### config.mk
export PLATFORM = sky130hd
export DESIGN_NAME = uart_tx_ctrl
export DESIGN_NICKNAME = d
export VERILOG_FILES = /design/src/rtl/uart_pkg.sv /design/src/rtl/uart_tx_shifter.sv /design/src/rtl/uart_tx_ctrl.sv
export SDC_FILE = /design/constraint.sdc
export NUM_CORES = 1
export LEC_CHECK = 0
export CAP_MARGIN = 25
export CORE_MARGIN = 1.5
export CORE_UTILIZATION = 45
export DETAILED_ROUTE_END_ITERATION = 6
export GPL_TIMING_DRIVEN = 0
export PLACE_DENSITY_LB_ADDON = 0.05
export SKIP_CTS_REPAIR_TIMING = 1
export SYNTH_ARGS = -nofsm -noshare
export SYNTH_HDL_FRONTEND = slang
export SYNTH_SLANG_ARGS = --single-unit
### constraint.sdc
create_clock -name clk -period 1.9 [get_ports clk]
set_input_delay 0.475 -clock clk [delete_from_list [all_inputs] [get_ports clk]]
set_output_delay 0.475 -clock clk [all_outputs]
set_load 0.01 [all_outputs]
### src/rtl/uart_pkg.sv
// Shared types and constants for the UART transmit path.
package uart_pkg;

  typedef enum logic [1:0] {IDLE, START, DATA, STOP} tx_state_t;

  localparam int unsigned FRAME_BITS = 10;
  localparam int unsigned DATA_BITS  = 8;

  // Bit period in system clocks; truncating division, caller guarantees >= 2.
  function automatic int unsigned calc_div(input int unsigned clk_freq,
                                           input int unsigned baud);
    return clk_freq / baud;
  endfunction

endpackage

### src/rtl/uart_tx_shifter.sv
// 8N1 frame serialiser: FSM, baud counter and shift register with load/ready handshake.
module uart_tx_shifter
  import uart_pkg::*;
#(
  parameter int unsigned DIV = 2
) (
  input  logic                 clk,
  input  logic                 reset,
  input  logic                 load,
  input  logic [DATA_BITS-1:0] data,
  output logic                 ready,
  output logic                 busy,
  output logic                 tx,
  output logic                 done
);

  localparam int unsigned BW = (DIV > 2) ? $clog2(DIV) : 1;
  localparam logic [BW-1:0] LAST    = BW'(DIV - 1);
  localparam logic [BW-1:0] DONE_AT = BW'(DIV - 2);

  tx_state_t            state;
  logic [BW-1:0]        baud;
  logic [2:0]           bit_idx;
  logic [DATA_BITS-1:0] shreg;

  assign ready = (state == IDLE);
  assign busy  = (state != IDLE);

  always_ff @(posedge clk or negedge reset) begin
    if (!reset) begin
      state   <= IDLE;
      baud    <= '0;
      bit_idx <= '0;
      shreg   <= '0;
      tx      <= 1'b1;
      done    <= 1'b0;
    end else begin
      // Registered one cycle early so the pulse lands on the last stop cycle.
      done <= (state == STOP) && (baud == DONE_AT);
      unique case (state)
        IDLE: begin
          baud <= '0;
          if (load) begin
            shreg   <= data;
            bit_idx <= '0;
            tx      <= 1'b0;
            state   <= START;
          end
        end
        START: begin
          if (baud == LAST) begin
            baud  <= '0;
            tx    <= shreg[0];
            state <= DATA;
          end else begin
            baud <= baud + BW'(1);
          end
        end
        DATA: begin
          if (baud == LAST) begin
            baud <= '0;
            if (bit_idx == 3'(DATA_BITS - 1)) begin
              tx    <= 1'b1;
              state <= STOP;
            end else begin
              bit_idx <= bit_idx + 3'd1;
              shreg   <= {1'b0, shreg[DATA_BITS-1:1]};
              tx      <= shreg[1];
            end
          end else begin
            baud <= baud + BW'(1);
          end
        end
        STOP: begin
          if (baud == LAST) begin
            baud  <= '0;
            state <= IDLE;
          end else begin
            baud <= baud + BW'(1);
          end
        end
        default: state <= IDLE;
      endcase
    end
  end

endmodule

### src/rtl/uart_tx_ctrl.sv
// UART transmit controller: byte FIFO from the CPU store path feeding the frame serialiser.
module uart_tx_ctrl
  import uart_pkg::*;
#(
  parameter int unsigned CLK_FREQ = 100000000,
  parameter int unsigned BAUD     = 9600,
  parameter int unsigned DEPTH    = 4
) (
  input  logic                     clk,
  input  logic                     reset,
  input  logic                     wr_en,
  input  logic [7:0]               wr_data,
  input  logic                     clr_ovf,
  output logic                     UART_TX,
  output logic                     fifo_full,
  output logic                     fifo_empty,
  output logic [$clog2(DEPTH):0]   count,
  output logic                     tx_busy,
  output logic                     tx_done,
  output logic                     overflow
);

  localparam int unsigned DIV = calc_div(CLK_FREQ, BAUD);
  localparam int unsigned AW  = $clog2(DEPTH);
  localparam int unsigned CW  = AW + 1;

  logic [7:0]    mem [DEPTH];
  logic [AW-1:0] wr_ptr;
  logic [AW-1:0] rd_ptr;
  logic          push;
  logic          pop;
  logic          ready;

  assign fifo_full  = (count == CW'(DEPTH));
  assign fifo_empty = (count == '0);
  // Full test uses the pre-edge count, so a push while full drops even if a pop coincides.
  assign push = wr_en && !fifo_full;
  assign pop  = ready && !fifo_empty;

  always_ff @(posedge clk) begin
    if (push) mem[wr_ptr] <= wr_data;
  end

  always_ff @(posedge clk or negedge reset) begin
    if (!reset) begin
      wr_ptr   <= '0;
      rd_ptr   <= '0;
      count    <= '0;
      overflow <= 1'b0;
    end else begin
      if (push) wr_ptr <= wr_ptr + AW'(1);
      if (pop)  rd_ptr <= rd_ptr + AW'(1);
      unique case ({push, pop})
        2'b10:   count <= count + CW'(1);
        2'b01:   count <= count - CW'(1);
        default: count <= count;
      endcase
      if (wr_en && fifo_full) overflow <= 1'b1;
      else if (clr_ovf)       overflow <= 1'b0;
    end
  end

  uart_tx_shifter #(.DIV(DIV)) u_shifter (
    .clk   (clk),
    .reset (reset),
    .load  (pop),
    .data  (mem[rd_ptr]),
    .ready (ready),
    .busy  (tx_busy),
    .tx    (UART_TX),
    .done  (tx_done)
  );

endmodule

Word-level counts from Yosys, hierarchy flattened
Memories as Yosys holds them, arrays and structs flattened.
Cells that the tools add are included.

storage, ports and cells
  bits in registers = 37
  bits in writable memories = 32
  bits of input ports = 12
  output and inout port bits = 9
  word-level logic and storage cells = 75
  memories kept = 1

memory list
  memory  depth  bits a word  rd ports  clocked after Yosys merged registers in  write ports  RTL line            RTL
  mem     4      8            1         0                                        1            uart_tx_ctrl.sv:27  logic [7:0] mem [DEPTH];

operators by class
  $add $sub $neg = 6
  equal/unequal tests = 15
  mux-type cells = 26
  reductions and logical operators = 17

operators with widths
  cell                                           number
  == test 14 bit, second input constant          2
  one-hot mux 14 bit (2 select lines)            1
  2-to-1 mux 8 bit                               3
  one-hot mux 8 bit (2 select lines)             1
  adder 14 x 1 -> 14 bit, second input constant  1
  2-to-1 mux 14 bit                              1
  one-hot mux 3 bit (2 select lines)             2
  2-to-1 mux 2 bit                               5
  2-to-1 mux 3 bit                               3
  2-to-1 mux 1 bit                               8
  one-hot mux 2 bit (4 select lines)             1
  AND reduction 4 bit                            2
  nonzero test 2 bit                             4
  adder 3 x 1 -> 3 bit, second input constant    2
  == test 2 bit, second input constant           3
  == test 3 bit, second input constant           2
  != test 2 x 1 -> 1 bit, second input constant  3
  != test 2 bit, second input constant           3
  AND reduction 5 bit                            1
  adder 2 x 1 -> 2 bit, second input constant    2
  == test 2 x 1 -> 1 bit, second input constant  2
  logical AND 1 bit                              4
  logical NOT 3 bit                              1
  one-hot mux 1 bit (3 select lines)             1
  5 further kinds                                6

Depth between registers and ports, before layout
Gate-level depths: netlist (run 1).

  word-level depth = 5
  mapped depth = 10

Modules after synthesis
From an unflattened synthesis (run 1), not the netlist that was laid out.

second synthesis, totals
  cells, all modules = 246
  area total of the unflattened synthesis = 3258.1 um2

by module, submodules not included
  module           times used  cells an instance  area an instance (um2)  seq. area each (um2)
  uart_tx_shifter  1           163                1630.3                  726.9
  uart_tx_ctrl     1           83                 1627.8                  1161.1

Least setup slack after synthesis (run 1)
Ideal clock, no wire load.

  path type = register to register
  from = register count[0]
  to = register count[2]
  library setup time = 0.080 ns
  data arrival time = 2.094 ns
  path slack = -0.274 ns
  cell stages (with the launch flop) = 11
  path buffers = 0
  clock period less this slack = 2.174 ns
  cells stage by stage = dfrtp_1 > inv_1 > and3_1 > and2b_1 > inv_1 > ha_1 > inv_1 > fa_1 > xor2_1 > nor2_1 > xor2_1

on the way
  longest elaborated chain between the ends = 5
  elaborated cells on any way between the ends = 12

RTL lines
  item                                                                             RTL line            RTL
  from (decl)                                                                      uart_tx_ctrl.sv:17  output logic [$clog2(DEPTH):0] count,
  from (signal assigned)                                                           uart_tx_ctrl.sv:54  2'b10: count <= count + CW'(1);
  from (signal assigned)                                                           uart_tx_ctrl.sv:55  2'b01: count <= count - CW'(1);
  from (signal assigned)                                                           uart_tx_ctrl.sv:56  default: count <= count;
  == test 3 bit *                                                                  uart_tx_ctrl.sv:34  assign fifo_full = (count == CW'(DEPTH));
  named net fifo_full                                                              uart_tx_ctrl.sv:15  output logic fifo_full,
  logical NOT 1 bit *                                                              uart_tx_ctrl.sv:37  assign push = wr_en && !fifo_full;
  logical AND 1 bit *                                                              uart_tx_ctrl.sv:37
  == test 2 x 1 -> 1 bit / == test 2 bit (equally long branches)                   uart_tx_ctrl.sv:53  unique case ({push, pop})
  one-hot mux 3 bit (2 select lines) / nonzero test 2 bit (equally long branches)  -

The timed path passes the listed nets; every way through them passes the cells marked *.
A chain may end at the register's enable or synchronous reset.

Final worst setup path (run 1)
  from = register count[0]
  to = register count[2]

on the way
  longest elaborated chain between the ends = 5
  elaborated cells on any way between the ends = 12

RTL lines
  item                                                                             RTL line
  == test 3 bit / logical NOT 3 bit (equally long branches)                        uart_tx_ctrl.sv:34, uart_tx_ctrl.sv:35
  logical NOT 1 bit (on tied branches)                                             uart_tx_ctrl.sv:37, uart_tx_ctrl.sv:38
  logical AND 1 bit (on tied branches)                                             uart_tx_ctrl.sv:37, uart_tx_ctrl.sv:38
  == test 2 x 1 -> 1 bit / == test 2 bit (equally long branches)                   uart_tx_ctrl.sv:53
  one-hot mux 3 bit (2 select lines) / nonzero test 2 bit (equally long branches)  -

Parallel ways exist; a longest one is shown, timed or not.

==> summary.md, run 1 <==
| Metric | Value |
|---|---|
| Number of global-route vias before repair | `1894` |
| Max Transition Viols Final | `0` |
| Number of buffers added on ports | `20` |
| Timing-limited maximum frequency | `512 MHz` |
| Number of nets still failing antenna checks after routing | `0` |
| Routability congestion estimate | `0.748` |
| GRT Util Overall | `16.6%` |
| Initial DRC Count | `46` |
| Pin count of the biggest net entering global routing | `38` |
| 1st-pass router iterations | `4` |
| Required time at the endpoint of the critical path | `2.16 ns` |
| Clock root buffer | `clkbuf_8` |
| Clock transition at the registers of the reported paths | `0.08 ns` |
| Final Cycle Share | `103%` |
| Power per standard cell area | `1510 mW/mm²` |
| Number of storage elements in the synthesis netlist | `69` |
| Setup repair after global routing missed its margin | `true` |
| Crit path setup slack, layout | `-0.0539 ns` |
| Share of cells above drive strength 1 | `30.2%` |
| TritonCTS sink count | `69` |
| Worst hold path class | `input port to async pin` |
| Vias | `2002` |
| CP Launch Point | `count[0]$_DFFE_PN0P_` |
| Core utilization of the finished layout | `59.2%` |
| Headroom to the max-slew limit | `44.2%` |
| Setup violations, final | `6` |
| Max-capacitance violation count | `0` |
| Element type at the critical path start | `register` |
| Syn avg cell area | `13.4 µm²` |
| Least-Margin Pin Slew | `0.837 ns` |
| Capturing element type of the critical path | `register` |
| Overflow after GRT | `0` |
| Worst hold slack | `0.237 ns` |
| Inserted Clock Buffers | `9` |
| Post-route DRC | `0` |
| Post-Synthesis Cell Area | `0.00327 mm²` |
| Top fanout value on the critical path | `5` |
| Number of antenna violations at the first check in global routing | `0` |
| Per-cell via count in the routed design | `5.04` |
| Count of placed standard cells in the final layout, fillers left out | `397` |
| Number of library cell types mapped by synthesis | `55` |
| Commonest non-fill, non-tap cells in the layout | `dfrtp_1 (33), edfxtp_1 (32), nor2_1 (21)` |
| Worst Reg2Reg Path Length in Cells | `10` |
| Critical R2R Launch | `count[0]$_DFFE_PN0P_` |
| Setup clock skew after layout | `0.00734 ns` |
| Min Clock Period, post-route | `1.95 ns` |
| Crit Path Class | `register to register` |
| CTS tree | `built` |
| Critical R2R Capture | `count[2]$_DFFE_PN0P_` |
| Clock Tree Buf Depth | `2` |
| R2R Setup Slk | `-0.05 ns` |
| Sequential cell area fraction in the yosys report | `57.8%` |
| Outcome | `finished, violations left` |
| Layout Area Growth over Synthesis | `25.2%` |
| I/O Pins | `21` |
| Final hold violation count | `0` |
| Number of warnings printed during yosys synthesis | `0` |
| Die width | `88.2 µm` |
| Wirelength per Cell | `14.8 µm` |
| Die ar. | `0.00778 mm²` |
| Total negative slack for setup checks | `-0.139 ns` |
| Cell count after synthesis | `244` |
| Leading register cell type out of synthesis | `dfrtp_1` |
| Leading cell type in the layout, fill and taps excluded | `dfrtp_1` |
| Number of flops mapped to enable cells by yosys | `32` |
| Diodes inserted | `0` |
| Max VDD drop | `0.807 mV` |
| Clock latency on the worst-skew pair | `0.34 ns` |
| Core Area | `0.00691 mm²` |
| Height of the chip | `88.2 µm` |
| Placed wire-length estimate after detailed placement | `3780 µm` |
| Starting utilization of the core area | `47.3%` |
| # fillers | `600` |
| CP Data Arrival Time | `2.21 ns` |
| Leak | `1.62 nW` |
| Std-Cell Rows | `30` |
| Share of flip-flops with an asynchronous set or reset after synthesis | `53.6%` |
| Syn nets | `271` |
| DP Cell Count | `360` |
| Total Routed Length | `5900 µm` |
| CTS H-tree depth | `3` |
| Violations in the final reports | `negative setup slack` |
| Net total in the final layout | `323` |
| Wire length of the first global-routing pass | `9510 µm` |
worst max-delay path: stages, from the launching register on:
cell and delay (ns):
dfrtp_2 0.45, inv_2 0.09, and3_4 0.18, and2b_4 0.19, inv_2 0.06, ha_4 0.13
inv_2 0.03, fa_2 0.32, xor2_1 0.15, nor2_1 0.12, xor2_1 0.17
final cells by class:
cell class              count  area, µm²  area share, %
flip-flops and latches     69       1890           46.3
multi-input cells         148       1360           33.2
repair buffers             41        370           9.06
clock buffers               9        124           3.03
well taps                  96        120           2.94
clock inverters             7       90.1           2.20
inverters                  19       71.3           1.74
plain buffers               8       65.1           1.59
cells by family (layout without fill, tap and decap cells):
family	Yosys count	after routing	share of synthesized area [%]
AOI/OAI and AO/OA	35	35	9.23
xor gates and xnor gates	17	17	4.56
adders and majority gates	15	15	5.97
buffers and inverters	27	84	3.94
DFF	69	69	57.8
muxes	9	9	5.86
and+or+nand+nor	72	72	12.6
metal layers:
metal	part of all wire, %	GRT usage [%]	up-vias
li1	-	-	995
met3	3.4	5.09	2
met5	0	0	-
met1	50	23.9	974
met2	47	24.4	31
met4	0.54	5.11	0
sequential cells by signal, summed over array words and instances, names as in the netlist:
name,count
mem,32
count,3
wr_ptr,2
u_shifter.tx,1
overflow,1
u_shifter.shreg,8
u_shifter.bit_idx,3
u_shifter.state,2
u_shifter.done,1
u_shifter.baud,14
rd_ptr,2
worst max-delay path by stage:
| stage | to | slack [ns] | depth (start not counted) |
|---|---|---|---|
| floorplan | count[2]$_DFFE_PN0P_ | -0.11 | 10 |
| global placement | count[2]$_DFFE_PN0P_ | -0.79 | 1 |
| detailed placement | count[2]$_DFFE_PN0P_ | -0.37 | 10 |
| CTS | tx_busy | -0.44 | 4 |
| global route | count[2]$_DFFE_PN0P_ | -0.14 | 10 |
| finish | count[2]$_DFFE_PN0P_ | -0.05 | 10 |
power breakdown:
| group | switching [mW] | internal, mW |
|---|---|---|
| clock network | 0.553 | 0.731 |
| registers | 0.211 | 1.98 |
| logic | 1.25 | 1.45 |
| total | 2.02 | 4.16 |
synth_stat cells (2+ instances only):
library cell,number,area (µm²)
buf_4,3,22.5
xnor2_1,14,123
and4_1,2,17.5
inv_1,19,71.3
nand3_1,3,15.0
and2_1,5,31.3
or2_2,3,18.8
or3_1,2,12.5
o32a_1,5,50.1
clkbuf_1,2,7.51
edfxtp_1,32,961
ha_1,14,175
nor4b_2,3,45.0
dfrtp_1,36,901
xor2_1,3,26.3
nor4_1,2,12.5
o21ai_0,4,20.0
nor3_1,6,30.0
nand4_1,4,25.0
o21ai_1,2,10.0
nor2_1,21,78.8
o211ai_1,3,22.5
o21a_1,5,37.5
and3_1,2,12.5
nand2_1,10,37.5
a21oi_1,2,10.0
buf_6,2,22.5
mux4_2,8,180
through the flow:
stage | power [mW] | worst slack [ns] | area, µm²
2_1_floorplan | 3.84 | -0.109 | 3290
3_3_place_gp | 4.42 | -0.785 | 3610
3_5_place_dp | 4.45 | -0.374 | 3610
4_1_cts | 5.75 | -0.444 | 3820
5_1_grt | 6.62 | -0.142 | 4090
6_report | 6.18 | -0.0539 | 4090
(Power assumes the default switching activity.)
==> run 2, diff against run 1 <==
--- a/config.mk
+++ b/config.mk
@@ -12,6 +12,7 @@
 export GPL_TIMING_DRIVEN = 0
 export PLACE_DENSITY_LB_ADDON = 0.05
 export SKIP_CTS_REPAIR_TIMING = 1
+export SLEW_MARGIN = 20
 export SYNTH_ARGS = -nofsm -noshare
 export SYNTH_HDL_FRONTEND = slang
 export SYNTH_SLANG_ARGS = --single-unit
==> run 2 against run 1 <==
Net effect: the run still ends with negative setup slack left; hold slack gained 0.26 ns; cell count decreased by 0.25%; count of clock-buffer cells in the layout is the same; first-iteration DRC count is 52% higher; clock power shrank 17%; via count is 0.30% higher; non-clock buffer count is 1 lower; die area did not move; sequential share of layout area is 0.21 points higher; highest routed layer unchanged.
==> summary.md, run 2 (synthesis gave the netlist of run 1 again) <==
| Metric | Value |
|---|---|
| Max stage delay cell, worst path | `dfrtp_2` |
| Initial DRC Count | `70 (+52%)` |
| Power per standard cell area | `1450 mW/mm² (-4.3%)` |
| Wire length of the first global-routing pass | `9540 µm (+0.36%)` |
| Fraction of power consumed by sequential logic | `37.7% (+2.3 points)` |
| Clock root buffer | `clkbuf_8` |
| Max VDD drop | `0.851 mV (+5.4%)` |
| Core utilization of the finished layout | `59.1% (-0.11 points)` |
| Most flops, register | `mem` |
| Pre-CTS WS | `-0.374 ns (-0.000299 ns)` |
| Total Routed Length | `5990 µm (+1.6%)` |
| Required time at the endpoint of the critical path | `2.12 ns (-0.04 ns)` |
| Top fanout value on the critical path | `6 (+1)` |
| Per-cell via count in the routed design | `5.07 (+0.55%)` |
| I/O Pins | `21 (unchanged)` |
| Clock Tree Buf Depth | `2 (unchanged)` |
| Cells along the critical path | `inv_2, and3_4, and2b_4, inv_2, ha_4, inv_2, fa_2, xor2_1, nor2_1, xor2_1` |
| Capture endpoint of the worst hold path | `u_shifter.shreg[2]$_DFFE_PN0P_` |
| Largest registers | `mem (32), u_shifter.baud (14), u_shifter.shreg (8)` |
| CP Data Arrival Time | `2.17 ns (-0.04 ns)` |
| Setup repair after global routing missed its margin | `true` |
| Std-Cell Rows | `30 (unchanged)` |
| Combinational group share of total power | `44.3% (+0.5 points)` |
| Worst Reg2Reg Path Length in Cells | `10 (unchanged)` |
| Critical path's most frequent cell | `inv_2` |
| Diodes inserted | `0 (unchanged)` |
| Total cell area at the placement stage | `0.00363 mm² (+0.55%)` |
| R2R Setup Slk | `-0.04 ns (about the same)` |
| Crit Path Class | `register to register` |
| Leading cell type in the layout, fill and taps excluded | `edfxtp_1` |
| Height of the chip | `88.2 µm (unchanged)` |
| Hold path depth | `1` |
| Clock latency on the worst-skew pair | `0.34 ns (about the same)` |
| Number of antenna violations at the first check in global routing | `0 (unchanged)` |
| Setup violations, final | `2 (-4)` |
| Final hold violation count | `0 (unchanged)` |
| Core Area | `0.00691 mm² (unchanged)` |
| Clock transition at the registers of the reported paths | `0.08 ns (about the same)` |
| Start point of the worst min-delay path | `u_shifter.shreg[2]$_DFFE_PN0P_` |
| Overflow after GRT | `0 (unchanged)` |
| Violations in the final reports | `negative setup slack` |
| Starting utilization of the core area | `47.3% (unchanged)` |
| Capturing element type of the critical path | `register` |
| Worst hold path class | `register to register` |
| Layout Area Growth over Synthesis | `24.9%` |
| GRT Util Overall | `16.5% (-0.11 points)` |
| Power share of the clock group | `18.0% (-2.8 points)` |
| Headroom to the max-slew limit | `62.6% (+18 points)` |
| 1st-pass router iterations | `4 (unchanged)` |
| Setup clock skew after layout | `0.00653 ns (-0.000815 ns)` |
| Inserted Clock Buffers | `9 (unchanged)` |
| Final Cycle Share | `102% (-0.47 points)` |
| Number of nets still failing antenna checks after routing | `0 (unchanged)` |
| Die width | `88.2 µm (unchanged)` |
| Post-route DRC | `0 (unchanged)` |
| Stage delay of the slowest cell on the critical path | `0.47 ns (+0.02 ns)` |
| Leak | `1.59 nW (-2.1%)` |
| Max reg flops | `32 (unchanged)` |
| Net total in the final layout | `322 (-0.31%)` |
| Number of global-route vias before repair | `1961 (+3.5%)` |
| Placed wire-length estimate after detailed placement | `3880 µm (+2.7%)` |
| Worst hold slack | `0.496 ns (+0.258 ns)` |
| Share of cells above drive strength 1 | `31.0% (+0.77 points)` |
| Least-Margin Pin Slew | `0.561 ns (-0.276 ns)` |
| TritonCTS sink count | `69 (unchanged)` |
| CTS tree | `built` |
| CTS H-tree depth | `3 (unchanged)` |
| Vias | `2008 (+0.30%)` |
| Internal power | `3.86 mW (-7.3%)` |
| Psw | `2.05 mW (+1.5%)` |
| Die ar. | `0.00778 mm² (unchanged)` |
| Element type at the critical path start | `register` |
| Final std cell area, no fill | `0.00408 mm² (-0.18%)` |
| Sequential standard cell area | `0.00190 mm² (+0.26%)` |
| Critical R2R Launch | `count[0]$_DFFE_PN0P_` |
| Wirelength per Cell | `15.1 µm (+1.9%)` |
| Outcome | `finished, violations left` |
| Switch share | `34.7% (+2.0 points)` |
| Max-capacitance violation count | `0 (unchanged)` |
| Pin count of the biggest net entering global routing | `31 (-18%)` |
| Max Transition Viols Final | `0 (unchanged)` |
| Crit path setup slack, layout | `-0.0448 ns (+0.00902 ns)` |
| Number of buffers added on ports | `20 (unchanged)` |
| CP Launch Point | `count[0]$_DFFE_PN0P_` |
| # fillers | `591 (-1.5%)` |
| Timing-limited maximum frequency | `514 MHz (+0.46%)` |
| Critical R2R Capture | `count[2]$_DFFE_PN0P_` |
| Commonest non-fill, non-tap cells in the layout | `edfxtp_1 (32), dfrtp_1 (29), nor2_1 (21)` |
| Routability congestion estimate | `0.748 (unchanged)` |
| Min Clock Period, post-route | `1.94 ns (-0.00902 ns)` |
| Design Power | `5.90 mW (-4.4%)` |
| Multi-input gate area in the final layout | `0.00137 mm² (+0.92%)` |
[run 2: cell types whose count changed in the layout (fill, tap and decap cells not counted), sizes merged]
cell	change
buf	-2
bufinv	-2
inv	+2
clkdlybuf4s50	+1
dlygate4sd3	+1
dlymetal6s2s	-1
[run 2: power groups by stage]
stage | sequential, mW | combinational, mW | clock, mW
CTS | 2.23 | 2.21 | 1.09
finish | 2.23 | 2.62 | 1.06
detailed placement | 2.26 | 2.20 | 0
floorplan | 2.22 | 1.62 | 0
global placement | 2.25 | 2.17 | 0
global route | 2.27 | 2.90 | 1.16
[run 2: critical path: cells and delay by family, from the launching register on]
family | cells | cell delay (ns)
xor gates and xnor gates | 2 | 0.30
and+or+nand+nor | 3 | 0.43
buffers and inverters | 3 | 0.18
DFF | 1 | 0.47
adders and majority gates | 2 | 0.46
[run 2: metal layers]
layer | global-route usage (%) | vias up | wire (µm)
met5 | 0 | - | 0
met4 | 6.82 | 0 | 82
li1 | - | 990 | -
met1 | 23.7 | 982 | 3010
met2 | 24.9 | 27 | 2750
met3 | 2.92 | 9 | 152
[run 2: cell type report]
class                   instances  share of cell area (%)
multi-input cells             148                    33.5
flip-flops and latches         69                    46.5
repair buffers                 40                    9.32
clock inverters                 7                    1.23
clock buffers                   9                    3.03
plain buffers                   8                    1.72
well taps                      96                    2.94
inverters                      19                    1.75
[run 2: per-stage QoR]
| step | setup TNS [ns] | std cells |
|---|---|---|
| 4_1_cts | -4.32 | 377 |
| 3_3_place_gp | -28.61 | 360 |
| 5_1_grt | -0.250 | 396 |
| 6_report | -0.0457 | 396 |
| 2_1_floorplan | -0.109 | 244 |
| 3_5_place_dp | -5.60 | 361 |
[run 2: worst max path at each step]
| stage | end |
|---|---|
| 4_1_cts | tx_busy |
| 2_1_floorplan | count[2]$_DFFE_PN0P_ |
| 3_5_place_dp | count[2]$_DFFE_PN0P_ |
| 6_report | count[2]$_DFFE_PN0P_ |
| 3_3_place_gp | count[2]$_DFFE_PN0P_ |
| 5_1_grt | count[2]$_DFFE_PN0P_ |
==> run 3, diff against run 2 <==
--- a/config.mk
+++ b/config.mk
@@ -7,8 +7,9 @@
 export LEC_CHECK = 0
 export CAP_MARGIN = 25
 export CORE_MARGIN = 1.5
-export CORE_UTILIZATION = 45
+export CORE_UTILIZATION = 35
 export DETAILED_ROUTE_END_ITERATION = 6
+export GPL_ROUTABILITY_DRIVEN = 0
 export GPL_TIMING_DRIVEN = 0
 export PLACE_DENSITY_LB_ADDON = 0.05
 export SKIP_CTS_REPAIR_TIMING = 1
==> run 3 against run 2 <==
Net effect: the run still ends with negative setup slack left; critical path depth stayed put; fmax is 3.8% lower; count of clock-buffer cells in the layout stayed put; sequential share of layout area is 0.79 points lower; via count is 2.6% higher; cell area is 1.5% higher; combinational power is 4% higher; non-clock buffer count is 5 higher; global-route usage is 2.7 points lower; die area is 28% higher; routed wire length is 7.7% higher; core utilization is 14 points lower.
==> summary.md, run 3 (synthesis gave the netlist of run 1 again) <==
| Metric | Value |
|---|---|
| Height of the chip | `99.6 µm (+13%)` |
| Least-Margin Pin Slew | `0.633 ns (+0.0723 ns)` |
| Combinational group share of total power | `44.8% (+0.5 points)` |
| Wirelength per Cell | `15.5 µm (+2.6%)` |
| Worst hold path class | `input port to async pin` |
| Sequential standard cell area | `0.00189 mm² (-0.26%)` |
| Fraction of power consumed by sequential logic | `37.0% (-0.7 points)` |
| GRT Util Overall | `13.9% (-2.7 points)` |
| Headroom to the max-slew limit | `57.7% (-4.9 points)` |
| Commonest non-fill, non-tap cells in the layout | `dfrtp_1 (33), edfxtp_1 (32), buf_4 (22)` |
| Vias | `2060 (+2.6%)` |
| I/O Pins | `21 (unchanged)` |
| Largest registers | `mem (32), u_shifter.baud (14), u_shifter.shreg (8)` |
| Number of buffers added on ports | `20 (unchanged)` |
| Starting utilization of the core area | `35.7% (-12 points)` |
| Number of global-route vias before repair | `1984 (+1.2%)` |
| Design Power | `6.07 mW (+2.8%)` |
| Initial DRC Count | `63 (-10%)` |
| Top fanout value on the critical path | `7 (+1)` |
| Leading cell type in the layout, fill and taps excluded | `dfrtp_1` |
| Internal power | `3.95 mW (+2.3%)` |
| Cells along the critical path | `inv_2, and3_4, and2b_2, inv_2, ha_4, inv_2, fa_2, xor2_1, nor2_1, xor2_1` |
| Total negative slack for setup checks | `-0.122 ns (-0.0764 ns)` |
| Per-cell via count in the routed design | `4.95 (-2.3%)` |
| Power share of the clock group | `18.2% (+0.2 points)` |
| Max Transition Viols Final | `0 (unchanged)` |
| Std-Cell Rows | `35 (+17%)` |
| Clock Tree Buf Depth | `2 (unchanged)` |
| Final std cell area, no fill | `0.00414 mm² (+1.5%)` |
| Wire length of the first global-routing pass | `10300 µm (+7.9%)` |
| Clock latency on the worst-skew pair | `0.34 ns (about the same)` |
| Required time at the endpoint of the critical path | `2.16 ns (+0.04 ns)` |
| Diodes inserted | `0 (unchanged)` |
| Final hold violation count | `0 (unchanged)` |
| Final Cycle Share | `106% (+4.0 points)` |
| Number of antenna violations at the first check in global routing | `0 (unchanged)` |
| Placed wire-length estimate after detailed placement | `4230 µm (+9.1%)` |
| Most flops, register | `mem` |
| Share of cells above drive strength 1 | `33.1% (+2.1 points)` |
| Max VDD drop | `0.536 mV (-37%)` |
| Min Clock Period, post-route | `2.02 ns (+0.0765 ns)` |
| Power per standard cell area | `1470 mW/mm² (+1.3%)` |
| # fillers | `877 (+48%)` |
| Multi-input gate area in the final layout | `0.00136 mm² (-1.0%)` |
| CTS H-tree depth | `3 (unchanged)` |
| Psw | `2.12 mW (+3.6%)` |
| Post-route DRC | `0 (unchanged)` |
| Switch share | `35.0% (+0.28 points)` |
| Pin count of the biggest net entering global routing | `25 (-19%)` |
| Core Area | `0.00915 mm² (+33%)` |
| Outcome | `finished, violations left` |
| Clock transition at the registers of the reported paths | `0.09 ns (about the same)` |
| Die ar. | `0.00992 mm² (+28%)` |
| Capturing element type of the critical path | `register` |
| Stage delay of the slowest cell on the critical path | `0.47 ns (about the same)` |
| TritonCTS sink count | `69 (unchanged)` |
| Max stage delay cell, worst path | `dfrtp_2` |
| Leak | `1.64 nW (+3.1%)` |
| CP Data Arrival Time | `2.28 ns (+0.11 ns)` |
| Layout Area Growth over Synthesis | `26.8%` |
| Inserted Clock Buffers | `9 (unchanged)` |
| Crit path setup slack, layout | `-0.121 ns (-0.0765 ns)` |
| Number of nets still failing antenna checks after routing | `0 (unchanged)` |
| Setup violations, final | `2 (unchanged)` |
| Overflow after GRT | `0 (unchanged)` |
| 1st-pass router iterations | `4 (unchanged)` |
| Total Routed Length | `6460 µm (+7.7%)` |
| Max-capacitance violation count | `0 (unchanged)` |
| Timing-limited maximum frequency | `495 MHz (-3.8%)` |
| Max reg flops | `32 (unchanged)` |
| CTS tree | `built` |
| Total cell area at the placement stage | `0.00365 mm² (+0.52%)` |
| Crit Path Class | `register to register` |
| Violations in the final reports | `negative setup slack` |
| Element type at the critical path start | `register` |
| Setup repair after global routing missed its margin | `true` |
| Critical path's most frequent cell | `inv_2` |
| Net total in the final layout | `327 (+1.6%)` |
| Clock root buffer | `clkbuf_8` |
| Setup clock skew after layout | `0.0119 ns (+0.00540 ns)` |
| Die width | `99.6 µm (+13%)` |
==> run 3: cell count changes in the layout (fill, tap and decap cells not counted), moves of 2 or more <==
cell | before | now
dfrtp_1 | 29 | 33
nor4b_4 | 3 | 1
buf_4 | 18 | 22
nor4b_2 | 0 | 2
dfrtp_2 | 7 | 3
==> run 3: through the flow <==
step / utilization, % / hold slack, ns / cells / worst slack (ns)
3_3_place_gp: 39.7 / 0.482 / 375 / -0.906
2_1_floorplan: - / 0.179 / 244 / -0.109
6_report: 45.2 / 0.0252 / 416 / -0.121
3_5_place_dp: 39.8 / 0.412 / 376 / -0.351
4_1_cts: 41.8 / 0.0284 / 392 / -0.441
5_1_grt: 45.2 / 0.0365 / 416 / -0.218
==> run 3: worst paths after layout <==
path,start,to,slack (ns),cells after the start
worst min register to register,u_shifter.shreg[4]$_DFFE_PN0P_,u_shifter.shreg[4]$_DFFE_PN0P_,0.50,1
min in group clk,u_shifter.shreg[4]$_DFFE_PN0P_,u_shifter.shreg[4]$_DFFE_PN0P_,0.50,1
worst max-delay path,count[0]$_DFFE_PN0P_,count[2]$_DFFE_PN0P_,-0.12,10
worst max register to register,count[0]$_DFFE_PN0P_,count[2]$_DFFE_PN0P_,-0.12,10
max in group asynchronous,reset,count[2]$_DFFE_PN0P_,1.39,2
worst min-delay path,reset,u_shifter.shreg[3]$_DFFE_PN0P_,0.03,1
==> run 3: worst max-delay path, delay by kind of cell (launching register included) <==
family / cells / cell delay (ns)
AND/OR/NAND/NOR: 3 / 0.54
flip-flops: 1 / 0.47
XOR/XNOR: 2 / 0.29
adder cells (fa/ha/maj): 2 / 0.45
buffers and inverters: 3 / 0.17
==> run 3: layer usage <==
metal / track usage (%) / vias to the layer above / wire, µm
met1: 19.1 / 1020 / 3170
met4: 6.18 / 0 / 92
met3: 2.81 / 8 / 172
li1: - / 1004 / -
met5: 0 / - / 0
met2: 21.2 / 28 / 3030
==> run 3: cell type report <==
class | count | area share, %
Inverter | 19 | 1.72
Buffer | 8 | 1.69
Sequential cell | 69 | 45.7
Tap cell | 111 | 3.35
Clock buffer | 9 | 2.99
Multi-Input combinational cell | 148 | 32.7
Timing Repair Buffer | 45 | 10.5
Clock inverter | 7 | 1.36
==> run 3: power by group through the flow <==
stage | Clock, mW | Sequential [mW] | Combinational [mW]
floorplan | 0 | 2.22 | 1.62
global placement | 0 | 2.27 | 2.22
detailed placement | 0 | 2.27 | 2.22
CTS | 1.16 | 2.25 | 2.24
global route | 1.22 | 2.29 | 3.01
finish | 1.10 | 2.24 | 2.72
